$ cat config.mk
export PLATFORM = sky130hd
export DESIGN_NAME = regfile_wb_forward
export DESIGN_NICKNAME = d
export VERILOG_FILES = /design/src/rtl/regfile_wb_forward.sv
export SDC_FILE = /design/constraint.sdc
export NUM_CORES = 1
export LEC_CHECK = 0
export CORE_AREA = 2 2 189 191
export CTS_CLUSTER_DIAMETER = 30
export CTS_CLUSTER_SIZE = 12
export DETAILED_ROUTE_END_ITERATION = 12
export DIE_AREA = 0 0 191 193
export HOLD_SLACK_MARGIN = 0.08
export PLACE_DENSITY = 0.65
export SLEW_MARGIN = 20
export SYNTH_ARGS = -nofsm -noshare
export SYNTH_HDL_FRONTEND = slang
export SYNTH_SLANG_ARGS = --single-unit
$ cat constraint.sdc
create_clock -name clk -period 1.2 [get_ports clk]
set_input_delay 0.3 -clock clk [delete_from_list [all_inputs] [get_ports clk]]
set_output_delay 0.3 -clock clk [all_outputs]
set_load 0.01 [all_outputs]
$ cat src/rtl/regfile_wb_forward.sv
// regfile_wb_forward
//   Write-back controller and operand forwarding for the 64x32 register file.
//   Execute results enter a MEM stage register (valid/ready handshake), retire
//   through a WB stage register, and WB drives the regfile write port. Decode
//   read addresses pass straight through to the regfile; the returned data is
//   replaced by in-flight results where possible, otherwise stall is raised.
//
//   Build option: define REGFILE_WB_FORWARD_EN to enable the bypass network.
//   Without it, operands always come from the regfile and decode stalls until
//   any in-flight writer of a source register has committed.
//
// Ports
//   clk, reset                clock, asynchronous active-low reset
//   ex_valid/ex_ready         execute result handshake into MEM
//   ex_rd/ex_regwrite/
//   ex_is_load/ex_result      execute result fields
//   mem_rvalid/mem_rdata      data-memory load return
//   rd_addr1/rd_addr2         decode source registers
//   rf_raddr1/rf_raddr2       regfile read addresses (pass-through)
//   rf_rdata1/rf_rdata2       regfile read data
//   rf_waddr/rf_wdata/rf_wen  regfile write port (from WB registers)
//   op1/op2                   operands returned to decode
//   stall                     decode must hold
module regfile_wb_forward #(
  parameter int DATA_W   = 64,
  parameter int ADDR_W   = 5,
  parameter int ZERO_REG = 31
) (
  input  logic              clk,
  input  logic              reset,
  input  logic              ex_valid,
  output logic              ex_ready,
  input  logic [ADDR_W-1:0] ex_rd,
  input  logic              ex_regwrite,
  input  logic              ex_is_load,
  input  logic [DATA_W-1:0] ex_result,
  input  logic              mem_rvalid,
  input  logic [DATA_W-1:0] mem_rdata,
  input  logic [ADDR_W-1:0] rd_addr1,
  input  logic [ADDR_W-1:0] rd_addr2,
  output logic [ADDR_W-1:0] rf_raddr1,
  output logic [ADDR_W-1:0] rf_raddr2,
  input  logic [DATA_W-1:0] rf_rdata1,
  input  logic [DATA_W-1:0] rf_rdata2,
  output logic [ADDR_W-1:0] rf_waddr,
  output logic [DATA_W-1:0] rf_wdata,
  output logic              rf_wen,
  output logic [DATA_W-1:0] op1,
  output logic [DATA_W-1:0] op2,
  output logic              stall
);

  localparam logic [ADDR_W-1:0] ZR = ADDR_W'(ZERO_REG);

  // MEM stage
  logic              mem_valid, mem_regwrite, mem_is_load;
  logic [ADDR_W-1:0] mem_rd;
  logic [DATA_W-1:0] mem_result;
  // WB stage
  logic              wb_valid, wb_regwrite;
  logic [ADDR_W-1:0] wb_rd;
  logic [DATA_W-1:0] wb_value;

  logic              mem_done;
  logic [DATA_W-1:0] mem_value;

  // A load finishes only when its data returns; mem_rvalid is meaningless otherwise.
  assign mem_done  = mem_valid & (~mem_is_load | mem_rvalid);
  assign mem_value = mem_is_load ? mem_rdata : mem_result;
  assign ex_ready  = ~mem_valid | mem_done;

  always_ff @(posedge clk or negedge reset) begin
    if (!reset) begin
      mem_valid    <= 1'b0;
      mem_regwrite <= 1'b0;
      mem_is_load  <= 1'b0;
      mem_rd       <= '0;
      mem_result   <= '0;
    end else if (ex_valid && ex_ready) begin
      mem_valid    <= 1'b1;
      // Writes to the hardwired-zero register are dropped at entry so that
      // neither the write port nor the bypass ever sees them.
      mem_regwrite <= ex_regwrite & (ex_rd != ZR);
      mem_is_load  <= ex_is_load;
      mem_rd       <= ex_rd;
      mem_result   <= ex_result;
    end else if (mem_done) begin
      mem_valid    <= 1'b0;
    end
  end

  // WB never stalls: it takes whatever MEM completes, else goes empty.
  always_ff @(posedge clk or negedge reset) begin
    if (!reset) begin
      wb_valid    <= 1'b0;
      wb_regwrite <= 1'b0;
      wb_rd       <= '0;
      wb_value    <= '0;
    end else begin
      wb_valid <= mem_done;
      if (mem_done) begin
        wb_regwrite <= mem_regwrite;
        wb_rd       <= mem_rd;
        wb_value    <= mem_value;
      end
    end
  end

  assign rf_wen    = wb_valid & wb_regwrite;
  assign rf_waddr  = wb_rd;
  assign rf_wdata  = wb_value;
  assign rf_raddr1 = rd_addr1;
  assign rf_raddr2 = rd_addr2;

  // Returns {stall, value} for one source operand.
  function automatic logic [DATA_W:0] resolve(input logic [ADDR_W-1:0] a,
                                              input logic [DATA_W-1:0] rfd);
    logic mem_hit, wb_hit;
    logic [DATA_W:0] r;
    mem_hit = mem_valid & mem_regwrite & (mem_rd == a) & (a != ZR);
    wb_hit  = wb_valid  & wb_regwrite  & (wb_rd  == a) & (a != ZR);
    r = {1'b0, rfd};
`ifdef REGFILE_WB_FORWARD_EN
    if (mem_hit) begin
      if (!mem_is_load)    r = {1'b0, mem_result};
      else if (mem_rvalid) r = {1'b0, mem_rdata};
      else                 r = {1'b1, rfd};
    end else if (wb_hit) begin
      r = {1'b0, wb_value};
    end
`else
    // WB-stage hits also stall: the regfile only holds the value after WB retires.
    r = {mem_hit | wb_hit, rfd};
`endif
    return r;
  endfunction

  logic [DATA_W:0] res1, res2;
  always_comb begin
    res1  = resolve(rd_addr1, rf_rdata1);
    res2  = resolve(rd_addr2, rf_rdata2);
    op1   = res1[DATA_W-1:0];
    op2   = res2[DATA_W-1:0];
    stall = res1[DATA_W] | res2[DATA_W];
  end

endmodule

==> results by group, run 1 <==
Timing
  – Fin crit share: 1.60
  – Least-Margin Pin Slew: between 0.4 and 0.5 ns
  – Clk_skew: between 0.007 and 0.008 ns
  – Final Max Tran Viols: 0
  – Max_slew headroom: 0.699
  – Fin crit period: 1.92 ns
  – Setup-failing EPs final: 214
  – RSZ-0062 raised after global routing: true
  – Setup TNS: -58.81 ns
  – Fin Hold WS: between 0.3 and 0.4 ns
  – Final hold violations: 0
  – Highest Clock Rate: around 520 MHz
  – Final Worst Setup Slack: -0.725 ns

Die
  – # IOs: around 490
  – DIE WIDTH: ~190 um
  – Die area: between 0.03 and 0.04 mm^2
  – Initial Util: 0.206
  – Cell row count: 69
  – Die height: about 190 um
  – Placeable Area: about 0.035 mm^2

Worst setup path
  – Critical Path RT: 0.90 ns
  – Crit path buf inv count: 1
  – Worst path max stage delay: ~0.42 ns
  – CP cell instances: xor2_1 > nor4_1 > nand3_1 > nand4_1 > buf_2
  – Startpoint types: register
  – Crit-path slowest cell: dfrtp_1
  – Crit path DAT: roughly 1.6 ns
  – Setup crit end kind: primary output
  – CP top delay family: simple AND/OR/NAND/NOR gates
  – CP Max Fanout: 3
  – Crit path kind: reg -> out

Power and ir drop
  – Peak VDD IR: between 0.9 and 1 mV
  – Pwr dens: between 1500 and 2000 mW/mm^2
  – Leakage: about 5.7 nW

Cells and area
  – Utilization after layout: 0.351
  – Inserted Diodes: 0
  – Most common cell after layout, fill and taps aside: dfrtp_1
  – Commonest non-fill, non-tap cells in the layout: dfrtp_1 (140), clkdlybuf4s50_1 (136), buf_4 (80)
  – Fraction of layout cells with a size suffix above 1: 0.531
  – Area Overhead vs Synth: 70.3%
  – Design Area, Final: between 0.01 and 0.015 mm^2
  – Nets: approximately 1200

Job
  – MaxCap Viol Count: 0

Logic synthesis
  – Synthesized instance count: roughly 630
  – Syn_area_per_cell: ~11 um^2
  – Area of the mapped netlist: just over 0.007 mm^2
  – Top cell type's share of synthesized area: 0.497
  – Synth unique cells: 24
  – Number of synthesized register bits: around 140
  – Synth area leaders: dfrtp_1 (50%), buf_4 (17%), mux2_1 (12%), mux2i_1 (8.9%), o21ai_1 (4.7%)
  – Fraction of the yosys area taken by sequential cells: 0.497
  – Main synth FF type: dfrtp_1
  – Async S/R FF share, synth: 1.00
  – Synth area leader: dfrtp_1
  – Yosys Warn Count: 0
  – Syn nets: between 900 and 1000
  – Post-synth EDFFs: 0

Place
  – Area post-placement: a little under 0.01 mm^2
  – Routability cong.: between 0.8 and 0.9
  – # port buffers: 230
  – Post-detail-place hpwl: 19600 um
  – Place WS: -1.12 ns

Global route
  – First-pass GRT wire length: 40200 um
  – Number of global-route vias before repair: 5745
  – Initial antenna violation count: 0
  – Overall Global Routing Usage: 0.153
  – Grt ovf: 0
  – Largest net degree at the start of global routing: 32

Clocking
  – CTS tree: built
  – Max clock buf depth: 2
  – CTS sink cnt: roughly 140
  – CTS root buffer: clkbuf_16
  – TritonCTS buffer count: 17
  – H-Tree Depth: 4
  – CTS clock-pin slew for the worst setup and hold paths: about 0.06 ns
  – Clock latency on the worst-skew pair: 0.44 ns

Run status
  – Failing checks: setup timing
  – Status: finished with violations

Detailed routing
  – Vias per cell: 4.14
  – DRT iter0 DRCs: ~180
  – Via count: 5577
  – Drt total wl: slightly below 30000 um
  – Remaining DRCs: 0
  – Routed WL per cell: 21.8 um
  – DRT Pass-1 Iters: 4
  – Final ANT Viol Nets: 0

Hold path
  – Worst Hold Class: in -> async
==> report_power, final <==
group	switching (mW)	internal [mW]	total, mW
Sequential	0.691	5.75	6.45
Clock	2.22	3.26	5.48
Combinational	2.81	4.26	7.06
==> logic make-up (layout without fill, tap and decap cells) <==
family	after synthesis	in the layout	synth area share
XOR/XNOR	16	16	0.0194
multiplexers	138	138	0.205
AND/OR/NAND/NOR	91	92	0.0538
buffers and inverters	172	426	0.173
AO/OA/AOI/OAI	72	72	0.0528
flip-flops	143	143	0.497
==> area by class of cell <==
class	instances	area, um^2
inverters	6	25.0
fillers	3395	22700
multi-input cells	318	3230
repair buffers	388	4260
clock buffers	18	429
well taps	461	577
flip-flops and latches	143	3580
clock inverters	14	168
==> stage by stage <==
stage,std cells,power (mW)
floorplan,632,8.96
global placement,1209,11.2
detailed placement,1209,11.3
CTS,1301,18.3
global route,1348,19.9
finish,1348,19.0
==> registers in the layout, summed over array words and instances (netlist names) <==
name / flops
mem_is_load: 1
mem_rd: 5
mem_regwrite: 1
mem_result: 64
mem_valid: 1
rf_waddr: 5
rf_wdata: 64
wb_regwrite: 1
wb_valid: 1
==> synth_stat cells, drive strengths merged, types with 3 or more instances <==
library cell	n
nand4	3
dfrtp	143
xor2	14
nor2	4
inv	6
nand3	7
buf	163
mux2	74
clkbuf	3
o21ai	68
mux2i	64
nand2	70
==> path summary, 6_finish.rpt <==
kind / cells after the start / to / from / slack, ns
max: 5 / stall / mem_rd[1] / -0.72
min: 2 / rf_wdata[17] / reset / 0.32
max reg2reg: 7 / mem_result[62] / mem_valid / -0.44
min reg2reg: 2 / rf_wdata[63] / rf_wdata[63] / 0.50
max in group asynchronous: 3 / rf_wdata[12] / reset / 0.33
min in group clk: 2 / mem_result[5] / ex_result[5] / 0.47
==> worst reg2reg max path, cell delays in order (launching register included) <==
cell,delay (ns)
dfrtp_1,0.41
buf_6,0.13
buf_6,0.11
nand3b_4,0.13
nand2_8,0.11
buf_12,0.19
buf_12,0.14
mux2_4,0.31
==> layer usage <==
layer	share of wire	vias to the layer above	track usage
li1	-	2494	-
met1	0.33	2747	0.150
met2	0.54	279	0.280
met3	0.098	57	0.0657
met4	0.034	0	0.0727
met5	0	-	0.00133
==> what timing repair did <==
| item | 4_1_cts | 5_1_grt |
|---|---|---|
| hold buffers | 1 | 0 |
| setup buffers | 35 | 57 |
| resized for setup | 523 | 104 |
| hold endpoints to repair | 73 | 0 |
| pin swaps | 73 | 39 |
| cloned | 25 | 0 |
| endpoints found under the setup margin | 220 | 218 |
Power figures use the tool's default switching activity.
==> run 2: changes to the inputs <==
--- a/config.mk
+++ b/config.mk
@@ -16,3 +16,4 @@
 export SYNTH_ARGS = -nofsm -noshare
 export SYNTH_HDL_FRONTEND = slang
 export SYNTH_SLANG_ARGS = --single-unit
+export TNS_END_PERCENT = 20
==> run 2 against run 1 <==
Compared with the run above:
- the flow still finishes with violations (setup timing)
- cell count decreased by 7.0%
- setup slack got worse by 0.042 ns
- clock power decreased by 3%
- global-route usage decreased by 1.7 points
- cell area decreased by 15%
- total power decreased by 13%
- sequential cell count unchanged
- via count decreased by 9.3%
- wire length decreased by 5.6%
- die area unchanged
- count of clock-buffer cells in the layout increased by 1
- fmax decreased by 2.1%
==> results by group, run 2 (synthesized netlist as in run 1, its figures left out) <==
Clocking
  – Clock latency on the worst-skew pair: 0.45 ns (was 0.44 ns)
  – CTS clock-pin slew for the worst setup and hold paths: 0.07 ns (was 0.06 ns)
  – H-Tree Depth: 4 (unchanged)
  – CTS sink cnt: 143 (unchanged)
  – TritonCTS buffer count: 17 (unchanged)
  – CTS root buffer: clkbuf_16 (unchanged)
  – CTS tree: built (unchanged)
  – Max clock buf depth: 2 (unchanged)

Run status
  – Failing checks: setup timing (unchanged)
  – Status: finished with violations (unchanged)

Timing
  – Final Max Tran Viols: 0 (unchanged)
  – Fin crit period: 1.97 ns (was 1.92 ns)
  – Clk_skew: 0.0102 ns (was 0.00798 ns)
  – Least-Margin Pin Slew: 0.383 ns (was 0.451 ns)
  – Final Worst Setup Slack: -0.766 ns (was -0.725 ns)
  – Final hold violations: 0 (unchanged)
  – Highest Clock Rate: 509 MHz (was 520 MHz)
  – Max_slew headroom: 0.745 (was 0.699)
  – Fin crit share: 1.64 (was 1.60)
  – Setup-failing EPs final: 211 (was 214)
  – Setup TNS: -36.01 ns (was -58.81 ns)
  – RSZ-0062 raised after global routing: true (unchanged)

Die
  – Initial Util: 0.206 (unchanged)
  – DIE WIDTH: 191 um (unchanged)
  – Cell row count: 69 (unchanged)
  – Die area: 0.0369 mm^2 (unchanged)
  – # IOs: 487 (unchanged)
  – Die height: 193 um (unchanged)
  – Placeable Area: 0.0350 mm^2 (unchanged)

Cells and area
  – Area Overhead vs Synth: 44.9% (was 70.3%)
  – Most common cell after layout, fill and taps aside: dfrtp_1 (unchanged)
  – Commonest non-fill, non-tap cells in the layout: dfrtp_1 (139), clkdlybuf4s50_1 (137), mux2_4 (70) (was dfrtp_1 (140), clkdlybuf4s50_1 (136), buf_4 (80))
  – Fraction of layout cells with a size suffix above 1: 0.328 (was 0.531)
  – Area of the multi-input gates: 0.00270 mm^2 (was 0.00323 mm^2)
  – Nets: 1056 (was 1151)
  – Sequential cell area: 0.00359 mm^2 (was 0.00358 mm^2)
  – Inserted Diodes: 0 (unchanged)
  – Non-filler instance count after layout: 1253 (was 1348)
  – Fillers: 3569 (was 3395)

Detailed routing
  – DRT Pass-1 Iters: 6 (was 4)
  – Final ANT Viol Nets: 0 (unchanged)
  – Vias per cell: 4.04 (was 4.14)
  – Remaining DRCs: 0 (unchanged)
  – Drt total wl: 27800 um (was 29400 um)
  – Routed WL per cell: 22.2 um (was 21.8 um)
  – Via count: 5060 (was 5577)
  – DRT iter0 DRCs: 128 (was 177)

Global route
  – Overall Global Routing Usage: 0.136 (was 0.153)
  – Largest net degree at the start of global routing: 67 (was 32)
  – Initial antenna violation count: 0 (unchanged)
  – First-pass GRT wire length: 35700 um (was 40200 um)
  – Number of global-route vias before repair: 5353 (was 5745)
  – Grt ovf: 0 (unchanged)

Place
  – Routability cong.: 0.833 (was 0.801)
  – # port buffers: 230 (unchanged)
  – Placed cells: 1205 (was 1209)
  – Post-detail-place hpwl: 20600 um (was 19600 um)

Worst setup path
  – Crit path kind: reg -> out (unchanged)
  – Crit path DAT: 1.67 ns (was 1.62 ns)
  – Startpoint types: register (unchanged)
  – RR Startpoint: mem_is_load (was mem_valid)
  – Critical Path RT: 0.90 ns (about the same)
  – CP Max Fanout: 3 (unchanged)
  – Worst setup path startpoint: mem_rd[4] (was mem_rd[1])
  – Setup crit end kind: primary output (unchanged)

Job
  – MaxCap Viol Count: 0 (unchanged)

Power and ir drop
  – Leakage: 4.82 nW (was 5.74 nW)
  – Peak VDD IR: 0.988 mV (was 0.933 mV)
  – Psw: 4.93 mW (was 5.72 mW)
  – Comb pwr share: 0.292 (was 0.372)
  – Pwr dens: 1590 mW/mm^2 (was 1550 mW/mm^2)
  – Net Sw Frac: 0.298 (was 0.301)
  – Sequential power share: 0.387 (was 0.339)
  – Clock Power Share: 0.321 (was 0.289)
  – Internal power: 11.6 mW (was 13.3 mW)

Hold path
  – Worst Hold Class: in -> async (unchanged)
## run 2: cell count changes in the layout (fill, tap and decap cells not counted), moves of 13 or more
cell / change
buf_16: -21
o21ai_1: +45
o21ai_2: -45
nand2_1: +64
buf_12: -13
nand2_4: -25
buf_4: -46
nand2_2: -37
## run 2: metal layers
metal | share of wire | track usage | up-vias
met4 | 0.042 | 0.0790 | 0
met1 | 0.32 | 0.124 | 2420
li1 | - | - | 2297
met3 | 0.15 | 0.0950 | 65
met2 | 0.49 | 0.224 | 278
met5 | 0 | 0.00133 | -
## run 2: path summary, 6_finish.rpt
path	to	slack, ns	cells past startpoint
setup reg to reg	mem_result[61]	-0.32	4
hold reg to reg	rf_wdata[33]	0.48	2
hold / removal	mem_result[30]	0.28	2
setup / recovery	stall	-0.77	5
max in group asynchronous	rf_wdata[58]	0.40	3
min in group clk	mem_regwrite	0.45	3
## run 2: area by class of cell
cell class | count | area share
well taps | 461 | 0.0552
clock inverters | 13 | 0.0132
clock buffers | 19 | 0.0415
flip-flops and latches | 143 | 0.343
inverters | 6 | 0.00216
multi-input cells | 318 | 0.258
repair buffers | 293 | 0.286
## run 2: through the flow
| step | instance area [um^2] | util | power (mW) | setup slack (ns) | hold slack [ns] |
|---|---|---|---|---|---|
| floorplan | 7270 | - | 8.64 | -0.120 | 0.00441 |
| global placement | 9410 | 0.269 | 10.8 | -1.12 | 0.189 |
| detailed placement | 9410 | 0.269 | 10.9 | -1.12 | 0.185 |
| CTS | 9900 | 0.283 | 16.2 | -0.781 | 0.270 |
| global route | 10400 | 0.299 | 17.4 | -0.866 | 0.284 |
| finish | 10400 | 0.299 | 16.6 | -0.766 | 0.284 |
## run 2: timing repair
item | in CTS | in global routing
hold endpoints to repair | 143 | 0
resized for setup | 391 | 84
setup buffers | 5 | 3
pin swaps | 5 | 6
gates cloned | 0 | 9
hold buffers | 1 | 0
endpoints found under the setup margin | 220 | 216
## run 2: critical path, cell delays in order (launching register included)
cell	delay [ns]
dfrtp_1	0.43
xor2_1	0.17
nor4_2	0.26
nand3_1	0.10
nand4_1	0.12
buf_2	0.14
## run 2: power groups by stage
stage	Combinational (mW)	Sequential (mW)	Clock, mW
finish	4.84	6.41	5.32
global route	5.22	6.52	5.68
CTS	4.34	6.38	5.48
detailed placement	4.48	6.40	0
global placement	4.44	6.39	0
floorplan	2.08	6.56	0
